===== src/rtl/dpe_pkg.sv =====
// rtl/dpe_pkg.sv - shared types, constants and sizing helpers for the dot product engine
package dpe_pkg;

    typedef enum logic [1:0] {
        IDLE = 2'd0,
        MAC  = 2'd1,
        SEND = 2'd2
    } state_t;

    localparam logic IN_SEL_DATA   = 1'b0;
    localparam logic IN_SEL_WEIGHT = 1'b1;

    // Never returns 0 so that counters and indices always have at least one bit.
    function automatic int clog2(input int n);
        int r;
        r = 0;
        while ((1 << r) < n) r++;
        return (r < 1) ? 1 : r;
    endfunction

    function automatic int nchunk(input int acc_w, input int out_w);
        return (acc_w + out_w - 1) / out_w;
    endfunction

endpackage


===== src/rtl/dpe_mac_tree.sv =====
// rtl/dpe_mac_tree.sv - combinational LANES-wide multiply and adder tree
module dpe_mac_tree #(
    parameter int LANES  = 4,
    parameter int DATA_W = 8,
    parameter int ACC_W  = 24
) (
    input  logic [LANES-1:0][DATA_W-1:0] data_v,
    input  logic [LANES-1:0][DATA_W-1:0] weight_v,
    input  logic                         signed_mode,
    output logic [ACC_W-1:0]             sum
);

    logic [ACC_W-1:0] a_ext;
    logic [ACC_W-1:0] b_ext;

    // Extending to the full accumulator width first makes the truncated
    // product correct modulo 2^ACC_W for both signed and unsigned operands.
    always_comb begin
        sum   = '0;
        a_ext = '0;
        b_ext = '0;
        for (int i = 0; i < LANES; i++) begin
            a_ext = {{(ACC_W-DATA_W){signed_mode & data_v[i][DATA_W-1]}}, data_v[i]};
            b_ext = {{(ACC_W-DATA_W){signed_mode & weight_v[i][DATA_W-1]}}, weight_v[i]};
            sum   = sum + a_ext * b_ext;
        end
    end

endmodule


===== src/rtl/dot_product_engine.sv =====
// rtl/dot_product_engine.sv - operand loaders, MAC control FSM and result serialiser
module dot_product_engine
    import dpe_pkg::*;
#(
    parameter int LANES  = 4,
    parameter int DATA_W = 8,
    parameter int ACC_W  = 24,
    parameter int OUT_W  = 8
) (
    input  logic              clk,
    input  logic              rst_n,
    input  logic [DATA_W-1:0] in_data,
    input  logic              in_valid,
    input  logic              in_sel,
    output logic              in_ready,
    input  logic              signed_mode,
    input  logic              compute,
    input  logic              acc_clear,
    input  logic              emit,
    output logic [OUT_W-1:0]  out_data,
    output logic              out_valid,
    input  logic              out_ready,
    output logic              out_last,
    output logic              busy,
    output logic              vec_ready
);

    localparam int NCHUNK = nchunk(ACC_W, OUT_W);
    localparam int CNT_W  = clog2(LANES + 1);
    localparam int CHK_W  = clog2(NCHUNK);
    localparam logic [CNT_W-1:0] CNT_FULL = CNT_W'(LANES);
    localparam logic [CHK_W-1:0] CHK_LAST = CHK_W'(NCHUNK - 1);

    state_t state_q, state_d;
    logic [LANES-1:0][DATA_W-1:0] data_q, data_d, weight_q, weight_d;
    logic [CNT_W-1:0] dcnt_q, dcnt_d, wcnt_q, wcnt_d;
    logic signed_q, signed_d, clear_q, clear_d, emit_q, emit_d;
    logic [ACC_W-1:0] acc_q, acc_d;
    logic [CHK_W-1:0] chunk_q, chunk_d;

    logic [ACC_W-1:0] mac_sum;
    logic accept;
    logic start;
    logic [NCHUNK*OUT_W-1:0] acc_pad;
    logic [NCHUNK-1:0][OUT_W-1:0] acc_chunks;

    dpe_mac_tree #(
        .LANES  (LANES),
        .DATA_W (DATA_W),
        .ACC_W  (ACC_W)
    ) u_mac_tree (
        .data_v      (data_q),
        .weight_v    (weight_q),
        .signed_mode (signed_q),
        .sum         (mac_sum)
    );

    always_ff @(posedge clk) begin
        if (!rst_n) begin
            state_q  <= IDLE;
            data_q   <= '0;
            weight_q <= '0;
            dcnt_q   <= '0;
            wcnt_q   <= '0;
            signed_q <= 1'b0;
            clear_q  <= 1'b0;
            emit_q   <= 1'b0;
            acc_q    <= '0;
            chunk_q  <= '0;
        end else begin
            state_q  <= state_d;
            data_q   <= data_d;
            weight_q <= weight_d;
            dcnt_q   <= dcnt_d;
            wcnt_q   <= wcnt_d;
            signed_q <= signed_d;
            clear_q  <= clear_d;
            emit_q   <= emit_d;
            acc_q    <= acc_d;
            chunk_q  <= chunk_d;
        end
    end

    always_comb begin
        state_d = state_q;
        case (state_q)
            IDLE:    if (start) state_d = MAC;
            MAC:     state_d = emit_q ? SEND : IDLE;
            SEND:    if (out_ready && chunk_q == CHK_LAST) state_d = IDLE;
            default: state_d = IDLE;
        endcase
    end

    always_comb begin
        accept   = in_valid && in_ready;
        start    = (state_q == IDLE) && compute && vec_ready;
        data_d   = data_q;
        weight_d = weight_q;
        dcnt_d   = dcnt_q;
        wcnt_d   = wcnt_q;
        signed_d = signed_q;
        clear_d  = clear_q;
        emit_d   = emit_q;
        acc_d    = acc_q;
        chunk_d  = chunk_q;

        // New elements enter lane 0; beyond LANES loads the oldest falls off the top.
        if (accept && in_sel == IN_SEL_DATA) begin
            data_d = {data_q[LANES-2:0], in_data};
            if (dcnt_q != CNT_FULL) dcnt_d = dcnt_q + 1'b1;
        end else if (accept && in_sel == IN_SEL_WEIGHT) begin
            weight_d = {weight_q[LANES-2:0], in_data};
            if (wcnt_q != CNT_FULL) wcnt_d = wcnt_q + 1'b1;
        end

        if (start) begin
            signed_d = signed_mode;
            clear_d  = acc_clear;
            emit_d   = emit;
        end

        if (state_q == MAC) begin
            acc_d   = (clear_q ? '0 : acc_q) + mac_sum;
            dcnt_d  = '0;
            wcnt_d  = '0;
            chunk_d = '0;
        end

        if (state_q == SEND && out_ready) begin
            chunk_d = (chunk_q == CHK_LAST) ? '0 : chunk_q + 1'b1;
        end
    end

    always_comb begin
        in_ready  = (state_q == IDLE) && !compute;
        vec_ready = (dcnt_q == CNT_FULL) && (wcnt_q == CNT_FULL);
        busy      = (state_q != IDLE);
        out_valid = (state_q == SEND);
        out_last  = out_valid && (chunk_q == CHK_LAST);
        acc_pad   = {(NCHUNK*OUT_W){signed_q & acc_q[ACC_W-1]}};
        acc_pad[ACC_W-1:0] = acc_q;
        acc_chunks = acc_pad;
        out_data  = out_valid ? acc_chunks[chunk_q] : '0;
    end

endmodule


===== config.mk =====
export PLATFORM = sky130hd
export DESIGN_NAME = dot_product_engine
export DESIGN_NICKNAME = d
export VERILOG_FILES = /design/src/rtl/dpe_pkg.sv /design/src/rtl/dpe_mac_tree.sv /design/src/rtl/dot_product_engine.sv
export SDC_FILE = /design/constraint.sdc
export NUM_CORES = 1
export LEC_CHECK = 0
export ABC_AREA = 1
export BUFFER_PORTS_ARGS = -buffer_cell sky130_fd_sc_hd__buf_2
export CAP_MARGIN = 25
export CORE_AREA = 5 5 334 254
export CTS_CLUSTER_DIAMETER = 200
export DETAILED_ROUTE_END_ITERATION = 8
export DIE_AREA = 0 0 339 259
export GPL_ROUTABILITY_DRIVEN = 0
export PLACE_DENSITY = 0.46
export SLEW_MARGIN = 30
export SYNTH_ARGS = -nofsm -noshare
export SYNTH_HDL_FRONTEND = slang
export SYNTH_SLANG_ARGS = --single-unit

===== constraint.sdc =====
create_clock -name clk -period 10 [get_ports clk]
set_input_delay 3 -clock clk [delete_from_list [all_inputs] [get_ports clk]]
set_output_delay 3 -clock clk [all_outputs]
set_load 0.005 [all_outputs]

# Yosys cells after proc, flatten, opt, wreduce, memory -nomap -nowiden
# Cells that the tools add are included.
[totals]
regBits = 101
input_bits = 17
output_inout_bits = 13
word_cells = 78
[classes]
addsub = 7
multipliers = 4
order_cmp = 1
n_eq_ne = 9
muxes = 11
bitwise_logic = 11
n_reduce_logical = 19
[op_table]
columns = ["operator", "n"]
rows = [
  ["$add A24 B24 Y24", 4],
  ["$mul A9 B9 Y18", 4],
  ["$mux W24", 1],
  ["$bmux W8 S2", 1],
  ["$mux W8", 2],
  ["$mux W2", 6],
  ["$logic_and A1 B1 Y1", 10],
  ["$and A1 B1 Y1", 8],
  ["$add A3 B1 Y3 const B", 2],
  ["$eq A3 B3 Y1 const B", 2],
  ["$ne A3 B3 Y1 const B", 2],
  ["$pmux W2 S3", 1],
  ["$reduce_and A2 Y1", 3],
  ["$eq A2 B2 Y1 const B", 2],
  ["$reduce_bool A2 Y1", 2],
  ["$lt A2 B3 Y1 const B", 1],
  ["$not A1 Y1", 3],
  ["$reduce_and A3 Y1", 1],
  ["$add A2 B1 Y2 const B", 1],
  ["$eq A2 B1 Y1 const B", 1],
  ["$logic_not A2 Y1", 1],
  ["$ne A2 B1 Y1 const B", 1],
  ["$ne A2 B2 Y1 const B", 1],
  ["$reduce_or A2 Y1", 1],
  ["$logic_not A1 Y1", 1],
]

# Logic depth before layout (Yosys ltp)
# Gate-level depths: netlist (run 1).
[depth]
word_depth = 6
depth_mapped = 43
ltp_nobuf = 42

# Modules after synthesis
# Synthesis (run 1) repeated with hierarchy kept, for this count alone.
[unflattened]
cells_unflattened = 2750
hier_area_um2 = 20325.7
[modules_own_cells]
columns = ["mod", "n_inst", "cells_per_inst", "area_per_inst_um2", "seq_area_each_um2"]
rows = [
  ["dpe_mac_tree", 1, 1866, 14697.8, 0.0],
  ["dot_product_engine", 1, 884, 5627.9, 2021.9],
]

# Worst setup path before layout (run 1)
# OpenSTA, ideal clock, no wires.
[synth_timing]
path_kind = "reg-to-reg"
start = "register signed_q"
end = "register acc_q[23], in the netlist acc_chunks[23]"
setup_ns = 0.109
arrival_time_ns = 7.657
required_ns = 9.891
setup_slack_ns = 2.234
path_stages_with_launch = 39
n_path_buf = 1
synth_period_minus_slack_ns = 7.766
cell_sequence = "dfxtp_1 clkbuf_1 nand2_1 nor2_1 inv_1 fa_1 inv_1 fa_1 inv_1 fa_1 fa_1 inv_1 ha_1 ha_1 a21oi_1 a21boi_0 nand2_1 nor2_2 [... 3 more ...] inv_1 fa_1 fa_1 fa_1 ha_1 nand2_1 nor4_2 nand3_1 nand3_1 nand2_1 nand2_2 inv_1 nand3_1 nand2_1 nand2_1 nand3_1 nand2_1 inv_1"
[synth_between]
elab_chain_cells = 6
elab_cells_between_ends = 16
cone_classes = "add/sub: 4; mul: 4; bitwise: 8"
[synth_rtl]
columns = ["element", "line", "text"]
rows = [
  ["start, declared", "dot_product_engine.sv:37", "logic signed_q, signed_d, clear_q, clear_d, emit_q, emit_d;"],
  ["start signal, assigned", "dot_product_engine.sv:76", "signed_q <= signed_d;"],
  ["$and A1 B1 Y1, on equally long branches", "dpe_mac_tree.sv:23, dpe_mac_tree.sv:24", ""],
  ["$mul A9 B9 Y18", "dpe_mac_tree.sv:25", "sum = sum + a_ext * b_ext;"],
  ["$add A24 B24 Y24 (2 in a row)", "dpe_mac_tree.sv:25", ""],
  ["$add A24 B24 Y24 *", "dpe_mac_tree.sv:25", ""],
  ["$add A24 B24 Y24 *", "dot_product_engine.sv:123", "acc_d = (clear_q ? '0 : acc_q) + mac_sum;"],
  ["end signal, assigned", "dot_product_engine.sv:68", "acc_q <= '0;"],
  ["end signal, assigned", "dot_product_engine.sv:79", "acc_q <= acc_d;"],
  ["end, declared", "dot_product_engine.sv:38", "logic [ACC_W-1:0] acc_q, acc_d;"],
]
# Mark *: on every way between the ends. The rest lies on a longest branch, timed or not.
# A chain may end at the register's enable or synchronous reset.

# Final worst setup path (run 1)
[layout_timing]
start = "register data_q[31] (netlist name)"
end = "register acc_q[21], in the netlist acc_chunks[21]"
[layout_between]
elab_chain_cells = 4
[layout_rtl]
columns = ["element", "line", "text"]
rows = [
  ["start, declared", "dot_product_engine.sv:35", "logic [LANES-1:0][DATA_W-1:0] data_q, data_d, weight_q, weight_d;"],
  ["start signal, assigned", "dot_product_engine.sv:72", "data_q <= data_d;"],
  ["$and A1 B1 Y1", "dpe_mac_tree.sv:23", "a_ext = {{(ACC_W-DATA_W){signed_mode & data_v[i][DATA_W-1]}}, data_v[i]};"],
  ["$mul A9 B9 Y18 *", "dpe_mac_tree.sv:25", ""],
  ["$add A24 B24 Y24 *", "dpe_mac_tree.sv:25", ""],
  ["$add A24 B24 Y24 *", "dot_product_engine.sv:123", ""],
]
# Marks and branches as above.

==> results of run 1 <==
## worst reg2reg max path: cells and delay by family, from the launching register on
| family | cells | cell delay, ns |
|---|---|---|
| buf+inv | 7 | 0.91 |
| fa+ha+maj | 10 | 4.60 |
| flops | 1 | 0.61 |
| compound gates | 4 | 0.71 |
| simple gates | 10 | 1.55 |
## path summary, 6_finish.rpt
check	to	from	slack, ns
min	dcnt_q[1]	dcnt_q[1]	0.48
max	acc_chunks[21]	data_q[31]	1.57
max reg2reg	acc_chunks[21]	data_q[31]	1.57
min reg2reg	dcnt_q[1]	dcnt_q[1]	0.48
## per-stage QoR
stage          cell area, um2  utilization [%]
2_1_floorplan           19300                -
6_report                20900             25.6
3_5_place_dp            20600             25.3
5_1_grt                 20900             25.6
3_3_place_gp            20600             25.3
4_1_cts                 20900             25.6
## sequential cells by signal, indices dropped and copies added (netlist names)
| name | flops |
|---|---|
| data_q | 32 |
| weight_q | 32 |
| acc_chunks | 24 |
| dcnt_q | 3 |
| wcnt_q | 3 |
| chunk_q | 2 |
| state_q | 2 |
| clear_q | 1 |
| emit_q | 1 |
| signed_q | 1 |
## per-layer routing
metal	vias to the layer above	global-route usage [%]
met5	-	0
met4	0	1.77
met3	20	2.99
met2	267	18.0
met1	6909	21.2
li1	7300	-
## final cells by class
cell class | instances | area share [%]
Timing Repair Buffer | 40 | 1.09
Multi-Input combinational cell | 1607 | 68.5
Clock inverter | 3 | 0.126
Sequential cell | 101 | 9.70
Clock buffer | 13 | 1.25
Tap cell | 1069 | 6.41
Inverter | 717 | 12.9
## power by group through the flow
stage	sequential [mW]	clock, mW	combinational (mW)
floorplan	0.427	0	0.143
global route	0.463	0.403	0.206
detailed placement	0.468	0	0.178
finish	0.459	0.376	0.181
global placement	0.469	0	0.180
CTS	0.459	0.387	0.181
## synth_stat cells, drive strengths merged, types with 2 or more instances
| cell type | count | area [um2] |
|---|---|---|
| nand3 | 48 | 245 |
| a221oi | 2 | 17.5 |
| nor2 | 143 | 542 |
| ha | 179 | 2240 |
| and3 | 2 | 12.5 |
| o211ai | 6 | 45.0 |
| nand4 | 4 | 25.0 |
| clkinv | 3 | 11.3 |
| a21oi | 151 | 767 |
| buf | 2 | 10.0 |
| a31oi | 3 | 18.8 |
| dfxtp | 101 | 2020 |
| nand3b | 2 | 15.0 |
| clkbuf | 90 | 338 |
| a31o | 2 | 17.5 |
| fa | 349 | 6990 |
| o22ai | 12 | 75.1 |
| nand2 | 485 | 1830 |
| a21boi | 4 | 30.0 |
| xor2 | 37 | 324 |
| nor3 | 12 | 60.1 |
| a21o | 9 | 67.6 |
| xnor2 | 27 | 236 |
| nor4 | 3 | 25.0 |
| o21ai | 113 | 577 |
| inv | 714 | 2680 |
| a22o | 3 | 26.3 |
| or2 | 4 | 25.0 |
## cell families (layout without fill, tap and decap cells)
family,Yosys count,count (layout),share of synthesized area [%]
AO/OA/AOI/OAI,310,310,8.71
adder cells (fa/ha/maj),528,528,47.7
AND/OR/NAND/NOR,705,705,14.5
XOR/XNOR,64,64,2.90
flip-flops,101,101,10.5
buffers and inverters,809,773,15.7
==> flow_metrics.env, run 1 <==
export IMPL_p_int_uw=662
export IMPL_viasPerCell=4.08
export IMPL_total_power_mw=1.02
export IMPL_async_flop_share_pct=0
export IMPL_die_w_um=339
export IMPL_coreArea_um2=81400
export IMPL_rsz0062_at_grt="false"
export IMPL_grt_pass1_vias=15100
export IMPL_whs_path_depth=2
export IMPL_final_layout_size_suffix_gt1_share_pct=3.31
export IMPL_antenna_left=0
export IMPL_p_clk_share_pct=37.0
export IMPL_yosys_warnings=0
export IMPL_fill_cells=8896
export IMPL_cpPeakStageDelay_ns=0.66
export IMPL_overflow=0
export IMPL_finalSetupViolCount=0
export IMPL_p_per_area_nw_per_um2=48.7
export IMPL_routed_top_layer="met4"
export IMPL_grt_max_degree=69
export IMPL_hpwl_um=46900
export IMPL_post_cts_setup_buffer_count=0
export IMPL_report_final_slew_viol_count=0
export IMPL_initial_core_util_pct=23.8
export IMPL_synth_cells=2517
export IMPL_holdWs_ns=0.484
export IMPL_met1Wirelength_um=30400
export IMPL_wl_per_cell_um=15.6
export IMPL_io_pins=30
export IMPL_netlist_cell_type_count=44
export IMPL_drt_total_wl_um=55300
export IMPL_wl_met3_um=3390
export IMPL_slew_headroom_pct=39.3
export IMPL_worstPathArrival_ns=8.76
export IMPL_cts_root_buffer="clkbuf_16"
export IMPL_period_share_pct=84.3
export IMPL_vias=14500
export IMPL_syn_nets=3062
export IMPL_fmax_ghz=0.119
export IMPL_critPathMaxFanout=12
export IMPL_required_ns=10.33
export IMPL_cp_num_buf_inv=7
export IMPL_final_common_cell="inv_1"
export IMPL_leakage_nw=11.2
export IMPL_hp_class="flip-flop to flip-flop"
export IMPL_clock_skew_ns=0.0338
export IMPL_htreeDepth=3
export IMPL_antenna_cells=0
export IMPL_io_buffer_count=29
export IMPL_cts_made_buffers=9
export IMPL_ir_drop_mv=0.0881
export IMPL_setup_tns_ns=0
export IMPL_ys_ff_latch=101
export IMPL_track_usage_pct=13.2
export IMPL_outcome="complete, no violations"
export IMPL_drv_cap=0
export IMPL_crit_slowest_cell="fa_1"
export IMPL_cts_sinks=101
export IMPL_wl_met2_um=21100
export IMPL_end_kind="flip-flop"
export IMPL_first_pass_iters=5
export IMPL_setup_slack_ns=1.57
export IMPL_cts_resized=0
export IMPL_reg2reg_depth=31
export IMPL_grt_antenna_before_repair=0
export IMPL_comb_power_share_pct=17.8
export IMPL_mostFrequentLayoutCells="inv_1, nand2_1, fa_1"
export IMPL_clkTransAtPathRegs_ns=0.08
export IMPL_multi_input_area_um2=14300
export IMPL_die_area_um2=87800
export IMPL_cts_hold_buf=0
export IMPL_cts_tree="done"
export IMPL_synth_area_um2=19300
export IMPL_synth_edf_count=0
export IMPL_fp_dieH_um=259
export IMPL_post_place_ws_ns=1.61
export IMPL_seqPwrFrac_pct=45.2
export IMPL_drt_iter0_drc=902
export IMPL_hold_violations=0
export IMPL_worstSetupStartpointType="flip-flop"
export IMPL_syn_to_final_growth_pct=7.84
export IMPL_worst_slew_pin_slew_ns=0.909
export IMPL_grt_pass1_wl_um=90200
export IMPL_clk_path_buf_depth=2
export IMPL_p_switching_uw=354
export IMPL_ys_seq_area_share_pct=10.5
export IMPL_cp_num_cells=31
export IMPL_clkLatencyLatePin_ns=0.41
export IMPL_core_rowCount=91
export IMPL_switching_share_pct=34.8
export IMPL_dpl_cell_count=3534
export IMPL_drc_errors=0
export IMPL_fin_cells=3550
export IMPL_regArea_um2=2020
export IMPL_critical_path_top_delay_family="adder cells"
export IMPL_syn_avg_cell_area_um2=7.68
export IMPL_synth_flop_cell="dfxtp_1"
export IMPL_cpMostUsedCell="fa_1"
export IMPL_nets=3021
export IMPL_finalCriticalPeriod_ns=8.43
export IMPL_crit_type="flip-flop to flip-flop"
No activity file was read; power rests on OpenSTA's default activity.
==> inputs of run 2 (changes only) <==
Settings changed: PLACE_DENSITY 0.46 to 0.48.
Clock period 10 ns to 7 ns, I/O delays scaled along.
==> run 2 against run 1 <==
Highest routed layer unchanged; combinational power grew 130%; the flow now finishes with violations (negative setup slack); final cell count grew 10%; first-iteration DRC count is the same.
==> flow_metrics.env, run 2 (synthesis gave the netlist of run 1 again) <==
export IMPL_grt_antenna_before_repair=1
export IMPL_worstSetupStartpointType="flip-flop"
export IMPL_hp_class="flip-flop to flip-flop"
export IMPL_vias=15800
export IMPL_cts_made_buffers=9
export IMPL_hold_violations=0
export IMPL_end_kind="flip-flop"
export IMPL_fp_dieH_um=259
export IMPL_hpwl_um=50000
export IMPL_required_ns=7.33
export IMPL_cts_tree="done"
export IMPL_nets=3390
export IMPL_fmax_ghz=0.131
export IMPL_holdPathEnd="weight_q[0]"
export IMPL_die_area_um2=87800
export IMPL_dpl_cell_count=3889
export IMPL_antenna_left=0
export IMPL_r2r_start="signed_q"
export IMPL_mostFrequentLayoutCells="inv_1, nand2_1, buf_4"
export IMPL_initial_core_util_pct=23.8
export IMPL_grt_pass1_wl_um=96100
export IMPL_whs_path_depth=2
export IMPL_grt_pass1_vias=16500
export IMPL_total_power_mw=1.56
export IMPL_drt_iter0_drc=902
export IMPL_outcome="finished with violations"
export IMPL_drv_cap=0
export IMPL_p_per_area_nw_per_um2=63.1
export IMPL_final_layout_size_suffix_gt1_share_pct=21.9
export IMPL_crit_type="flip-flop to flip-flop"
export IMPL_core_rowCount=91
export IMPL_final_common_cell="inv_1"
export IMPL_worst_r2r_endpoint="acc_chunks[21]"
export IMPL_slew_headroom_pct=38.5
export IMPL_ir_drop_mv=0.116
export IMPL_r2r_slack_ns=-0.65
export IMPL_cpPeakStageDelay_ns=0.59
export IMPL_period_share_pct=109
export IMPL_finalCriticalPeriod_ns=7.65
export IMPL_coreArea_um2=81400
export IMPL_worst_slew_pin_slew_ns=0.921
export IMPL_drt_total_wl_um=58300
export IMPL_viasPerCell=4.04
export IMPL_leakage_nw=13.2
export IMPL_report_final_slew_viol_count=0
export IMPL_crit_slowest_cell="fa_2"
export IMPL_rsz0062_at_grt="true"
export IMPL_die_w_um=339
export IMPL_clkLatencyLatePin_ns=0.40
export IMPL_clk_path_buf_depth=2
export IMPL_dpl_cell_area_um2=23600
export IMPL_design_area_um2=24700
export IMPL_overflow=0
export IMPL_finalSetupViolCount=14
export IMPL_worstPathArrival_ns=7.98
export IMPL_cts_root_buffer="clkbuf_16"
export IMPL_drc_errors=0
export IMPL_setup_tns_ns=-5.59
export IMPL_fill_cells=8758
export IMPL_syn_to_final_growth_pct=27.7
export IMPL_first_pass_iters=5
export IMPL_cpMostUsedCell="fa_1"
export IMPL_io_buffer_count=29
export IMPL_wl_per_cell_um=14.9
export IMPL_clkTransAtPathRegs_ns=0.08
export IMPL_critPathMaxFanout=5
export IMPL_track_usage_pct=13.9
export IMPL_reg2reg_depth=34
export IMPL_clock_skew_ns=0.0185
export IMPL_grt_max_degree=55
export IMPL_hp_start="weight_q[0]"
export IMPL_cts_sinks=101
export IMPL_fin_cells=3920
export IMPL_violations="negative setup slack"
export IMPL_holdWs_ns=0.482
export IMPL_setup_slack_ns=-0.650
export IMPL_io_pins=30
export IMPL_htreeDepth=3
[run 2: worst max-delay path: cells and delay by family (launching register included)]
kind	cells	cell delay, ns
adder cells (fa/ha/maj)	10	4.63
AO/OA/AOI/OAI	9	1.28
buffers and inverters	8	0.60
AND/OR/NAND/NOR	6	0.50
flip-flops	1	0.35
XOR/XNOR	1	0.21
[run 2: how the worst max path moves through the flow]
stage / startpoint / to / slack, ns
2_1_floorplan: data_q[21] / acc_chunks[23] / -0.22
4_1_cts: signed_q / acc_chunks[23] / -0.61
6_report: signed_q / acc_chunks[21] / -0.65
3_5_place_dp: signed_q / acc_chunks[23] / -0.78
5_1_grt: signed_q / acc_chunks[23] / -1.04
3_3_place_gp: signed_q / acc_chunks[23] / -0.77
[run 2: metrics by stage]
step                setup WS, ns  utilization [%]
floorplan                 -0.217                -
global placement          -0.768             29.0
detailed placement        -0.782             29.0
CTS                       -0.608             30.0
global route               -1.04             30.3
finish                    -0.650             30.3
[run 2: layout make-up]
type / count / area [um2] / area share (%)
sequential: 101 / 2030 / 8.23
multi-input combinational: 1607 / 15300 / 61.8
tap: 1069 / 1340 / 5.42
clock buffer: 12 / 246 / 0.998
antenna: 2 / 5.00 / 0.0203
timing repair buffer: 409 / 3080 / 12.5
inverter: 717 / 2700 / 10.9
clock inverter: 3 / 28.8 / 0.117
[run 2: power breakdown]
part / switching (mW) / internal [mW]
Combinational: 0.242 / 0.176
Sequential: 0.0183 / 0.593
Clock: 0.274 / 0.255
Total: 0.534 / 1.02
[run 2: repair_timing]
action,in CTS,in global routing
endpoints found under the hold margin,0,0
hold buffers,0,0
resized for setup,99,72
setup buffers,11,4
setup endpoints to repair,14,16
pin swaps,39,26
[run 2: routing by layer]
layer	share of wire (%)	track usage, %
met1	53	21.8
met2	39	19.5
met3	6.6	3.39
met4	1.1	2.19
met5	0	0
